$ cat src/rtl/mem_port_arbiter.sv
// mem_port_arbiter: shares one variable-latency memory port between instruction fetch and data access
// Ports:
//   clk, rst                  rising-edge clock, asynchronous active-high reset
//   if_req/if_addr            fetch request (held until if_ack)
//   if_ack/if_rdata/if_stall  fetch completion pulse, fetched word, fetch stall
//   dm_req/dm_we/dm_addr/dm_wdata  data request (held until dm_ack)
//   dm_ack/dm_rdata/dm_stall  data completion pulse, load data, data stall
//   mem_en/mem_we/mem_addr/mem_wdata  memory transaction driven from latched request
//   mem_rdata/mem_ready       memory response
//   err                       sticky timeout flag
module mem_port_arbiter #(
    parameter int STARVE_MAX = 4,
    parameter int TIMEOUT    = 16
) (
    input  logic        clk,
    input  logic        rst,
    input  logic        if_req,
    input  logic [31:0] if_addr,
    output logic        if_ack,
    output logic [31:0] if_rdata,
    output logic        if_stall,
    input  logic        dm_req,
    input  logic        dm_we,
    input  logic [31:0] dm_addr,
    input  logic [31:0] dm_wdata,
    output logic        dm_ack,
    output logic [31:0] dm_rdata,
    output logic        dm_stall,
    output logic        mem_en,
    output logic        mem_we,
    output logic [31:0] mem_addr,
    output logic [31:0] mem_wdata,
    input  logic [31:0] mem_rdata,
    input  logic        mem_ready,
    output logic        err
);
    localparam int SW = $clog2(STARVE_MAX + 1);
    localparam int CW = TIMEOUT > 1 ? $clog2(TIMEOUT) : 1;

    typedef enum logic [1:0] {IDLE, BUSY, DONE} state_t;

    state_t        r_state;
    logic          r_own_if;
    logic [SW-1:0] r_starve_cnt;
    logic [CW-1:0] r_cnt;
    logic          r_we;
    logic [31:0]   r_addr;
    logic [31:0]   r_wdata;
    logic [31:0]   r_if_rdata;
    logic [31:0]   r_dm_rdata;
    logic          r_err;

    // Fetch wins when alone, or when data has already taken STARVE_MAX grants in a row over it
    logic w_pick_if;
    assign w_pick_if = if_req & (~dm_req | (r_starve_cnt == SW'(STARVE_MAX)));

    assign mem_en    = r_state == BUSY;
    assign mem_we    = r_we;
    assign mem_addr  = r_addr;
    assign mem_wdata = r_wdata;
    assign if_ack    = (r_state == DONE) & r_own_if;
    assign dm_ack    = (r_state == DONE) & ~r_own_if;
    assign if_rdata  = r_if_rdata;
    assign dm_rdata  = r_dm_rdata;
    assign err       = r_err;
    assign if_stall  = if_req & ~if_ack;
    assign dm_stall  = dm_req & ~dm_ack;

    always_ff @(posedge clk or posedge rst) begin
        if (rst) begin
            r_state      <= IDLE;
            r_own_if     <= 1'b0;
            r_starve_cnt <= '0;
            r_cnt        <= '0;
            r_we         <= 1'b0;
            r_addr       <= '0;
            r_wdata      <= '0;
            r_if_rdata   <= '0;
            r_dm_rdata   <= '0;
            r_err        <= 1'b0;
        end else begin
            case (r_state)
                IDLE: if (if_req | dm_req) begin
                    r_state  <= BUSY;
                    r_own_if <= w_pick_if;
                    r_we     <= w_pick_if ? 1'b0 : dm_we;
                    r_addr   <= w_pick_if ? if_addr : dm_addr;
                    r_wdata  <= w_pick_if ? '0 : dm_wdata;
                    r_cnt    <= '0;
                    r_starve_cnt <= (w_pick_if | ~if_req) ? '0 :
                                    (r_starve_cnt == SW'(STARVE_MAX)) ? r_starve_cnt :
                                    r_starve_cnt + SW'(1);
                end
                BUSY: if (mem_ready) begin
                    if (r_own_if)
                        r_if_rdata <= mem_rdata;
                    else if (!r_we)
                        r_dm_rdata <= mem_rdata;
                    r_state <= DONE;
                end else if (r_cnt == CW'(TIMEOUT - 1)) begin
                    if (r_own_if)
                        r_if_rdata <= '0;
                    else
                        r_dm_rdata <= '0;
                    r_err   <= 1'b1;
                    r_state <= DONE;
                end else begin
                    r_cnt <= r_cnt + CW'(1);
                end
                default: r_state <= IDLE;
            endcase
        end
    end
endmodule

$ cat config.mk
export PLATFORM = sky130hd
export DESIGN_NAME = mem_port_arbiter
export DESIGN_NICKNAME = d
export VERILOG_FILES = /design/src/rtl/mem_port_arbiter.sv
export SDC_FILE = /design/constraint.sdc
export NUM_CORES = 1
export LEC_CHECK = 0
export ABC_AREA = 1
export CORE_AREA = 2 2 106 148
export DETAILED_ROUTE_END_ITERATION = 10
export DIE_AREA = 0 0 108 150
export GPL_TIMING_DRIVEN = 0
export PLACE_DENSITY = 0.8
export RECOVER_POWER = 50
export SLEW_MARGIN = 20
export SYNTH_ARGS = -nofsm -noshare
export SYNTH_HDL_FRONTEND = slang
export SYNTH_SLANG_ARGS = --single-unit
$ cat constraint.sdc
create_clock -name clk -period 5.3 [get_ports clk]
set_input_delay 0.795 -clock clk [delete_from_list [all_inputs] [get_ports clk]]
set_output_delay 0.795 -clock clk [all_outputs]
set_load 0.01 [all_outputs]
==> out/results.ini <==
[sta]
clock_skew_ps=10.7
worstMarginPinSlew_ps=1960
slew_headroom=-0.317
worst_slack_ps=2400
setup_viol=0
final.min_clock_period_ps=2900
hold_viol=0
final_max_slew_viol_count=42
post-route-period-util=0.547
fmax_ghz=0.345
rsz0062_at_grt=false

[global_routing]
grt_pass1_wl_um=28900
grt_util_all_layers=0.229
grt_pass1_vias=5908
antenna_found_initial=0
grt_max_degree=100
overflow=0

[final_layout]
utilization=0.638
antenna_cells=0
layout-drive-gt1-share=0.0826
fin_nets=1129
regArea_mm2=0.00350
final_common_cell=nand2_1
syn2layout_area_growth_pct=51.9
fill_cells=1315
mostFrequentLayoutCells=nand2_1, clkdlybuf4s50_1, dfrtp_1
multi_input_area_mm2=0.00219

[synth]
synth-seq-area-share=0.559
syn_inst=706
yosys_register_bits=140
synth_top_cell_by_area=dfrtp_1
syn_nets=843
syn-cell-area_mm2=0.00626
synth.distinct_cells=23
synthTopCellsByArea=dfrtp_1, nand2_1, o21ai_2, nand3_1, buf_6
syn_avg_cell_area_um2=8.87
ys_warn_count=0
post-synth-top-area-fraction=0.559

[clocking]
clock_latency_ps=410
post-cts-setup-buffer-count=0
htree_levels=4
clkTransAtPathRegs_ps=60
cts.path.max_buffers=2
cts_resized=0
cts_root_buffer=clkbuf_16
cts_sinks=140
numCtsBuffers=17
tritoncts=done
hold_buffers=0

[worst_setup_path]
rrSetupSlack_ps=3280
end_kind=primary output
reg2reg_from=r_cnt[0]$_DFFE_PP0P_
cpMostUsedCell=buf_2
reg2reg_depth=7
start_kind=input pin
cp.arrival_ps=2100
cp_max_fo=10
cp.required_ps=4510
cpMaxStageDelayCell=clkdlybuf4s50_1
slowest_delay_ps=560
path_cells=buf_2, buf_2, o21ai_0, inv_1, clkdlybuf4s50_1
r2r-end=dm_rdata[26]$_DFFE_PP0P_
path_class=in -> out

[die]
die_w_um=108
core-area_mm2=0.0149
initial_utilization=0.420
io_pins=269
die-area_mm2=0.0162
die_h_um=150
rows=53

[route]
detail-route-antenna-nets=0
via_per_inst=4.85
routed_wirelength_um=18100
vias=5804
drt_iter0_drc=277
post_drt_wl_per_cell_um=15.2
drc=0
firstDrtPassIters=6

[placement]
io_buffers=266
routabilityCongestion=0.785
place_ws_ps=2370
dp.final_hpwl_um=13300

[power_and_ir_drop]
ir_drop_uv=299
powerDensity_mw_per_mm2=556
leakagePower_nw=4.55

[min_path]
hold_end=mem_wdata[31]$_DFFE_PP0P_
worstHoldPathCells=2
hp-class=reg -> reg
hold_start=mem_wdata[31]$_DFFE_PP0P_

[job]
maxCapViolations=1

[run_status]
outcome=finished, violations left
violations=max-capacitance violations, max-slew violations

==> stage by stage <==
stage	setup TNS, ps	area, um^2	power (mW)	std cells	hold WS, ps
finish	0	9520	5.29	1197	475
global route	0	9520	5.65	1197	495
CTS	0	9780	5.49	1197	480
detailed placement	0	9200	4.31	1165	464
global placement	-171390	9170	4.24	1164	461
floorplan	0	6260	2.95	706	490
==> where the power goes <==
| group | leakage, nW | internal [mW] | switching (mW) |
|---|---|---|---|
| sequential | 1.80 | 1.56 | 0.277 |
| clock | 0.268 | 0.668 | 0.484 |
| combinational | 2.48 | 1.21 | 1.09 |
| total | 4.55 | 3.43 | 1.85 |
==> registers in the layout, indices dropped and copies added, names as in the netlist <==
register,count
if_rdata,32
mem_we,1
mem_addr,32
r_own_if,1
r_state,2
mem_wdata,32
r_starve_cnt,3
err,1
dm_rdata,32
r_cnt,4
==> worst max path at each step <==
stage / start / slack [ps] / endpoint
finish: if_req / 2400 / if_stall
global route: if_req / 2330 / if_stall
CTS: if_req / 2370 / if_stall
detailed placement: if_req / 2370 / if_stall
global placement: rst / -1240 / mem_addr[15]$_DFFE_PP0P_
floorplan: rst / 750 / dm_rdata[0]$_DFFE_PP0P_
==> cell type report <==
| class | count | area share |
|---|---|---|
| tap | 192 | 0.0252 |
| clock inverter | 13 | 0.0137 |
| multi-input combinational | 508 | 0.231 |
| clock buffer | 19 | 0.0465 |
| buffer | 45 | 0.0277 |
| sequential | 140 | 0.368 |
| inverter | 13 | 0.00526 |
| timing repair buffer | 267 | 0.283 |
==> per-layer routing <==
metal | global-route usage | up-vias | part of all wire
met3 | 0.0605 | 45 | 0.072
met1 | 0.261 | 2708 | 0.39
met2 | 0.401 | 224 | 0.51
met4 | 0.0962 | 0 | 0.033
met5 | 0 | - | 0
li1 | - | 2827 | -
==> kinds of logic (layout without fill, tap and decap cells) <==
| logic type | Yosys count | in the layout | synth area share |
|---|---|---|---|
| buffers and inverters | 58 | 357 | 0.0595 |
| DFF | 140 | 140 | 0.559 |
| adders and majority gates | 3 | 3 | 0.00599 |
| and+or+nand+nor | 430 | 430 | 0.283 |
| xor gates and xnor gates | 2 | 2 | 0.00280 |
| AOI/OAI and AO/OA | 73 | 73 | 0.0899 |
==> worst max-delay path, delay by kind of cell <==
family,cells,cell delay (ps)
buf+inv,4,1170
compound gates,1,140
==> Yosys cell counts <==
cell / n
a21oi_1: 1
a21oi_2: 1
buf_2: 19
buf_4: 9
buf_6: 13
clkbuf_1: 4
dfrtp_1: 140
ha_1: 3
inv_1: 10
inv_2: 3
nand2_1: 339
nand2_2: 3
nand2_4: 1
nand3_1: 74
nand3_4: 3
nor2_1: 9
nor2_4: 1
o21ai_0: 5
o21ai_1: 14
o21ai_2: 51
o21bai_1: 1
xnor2_1: 1
xor2_1: 1
(Power assumes the default switching activity.)
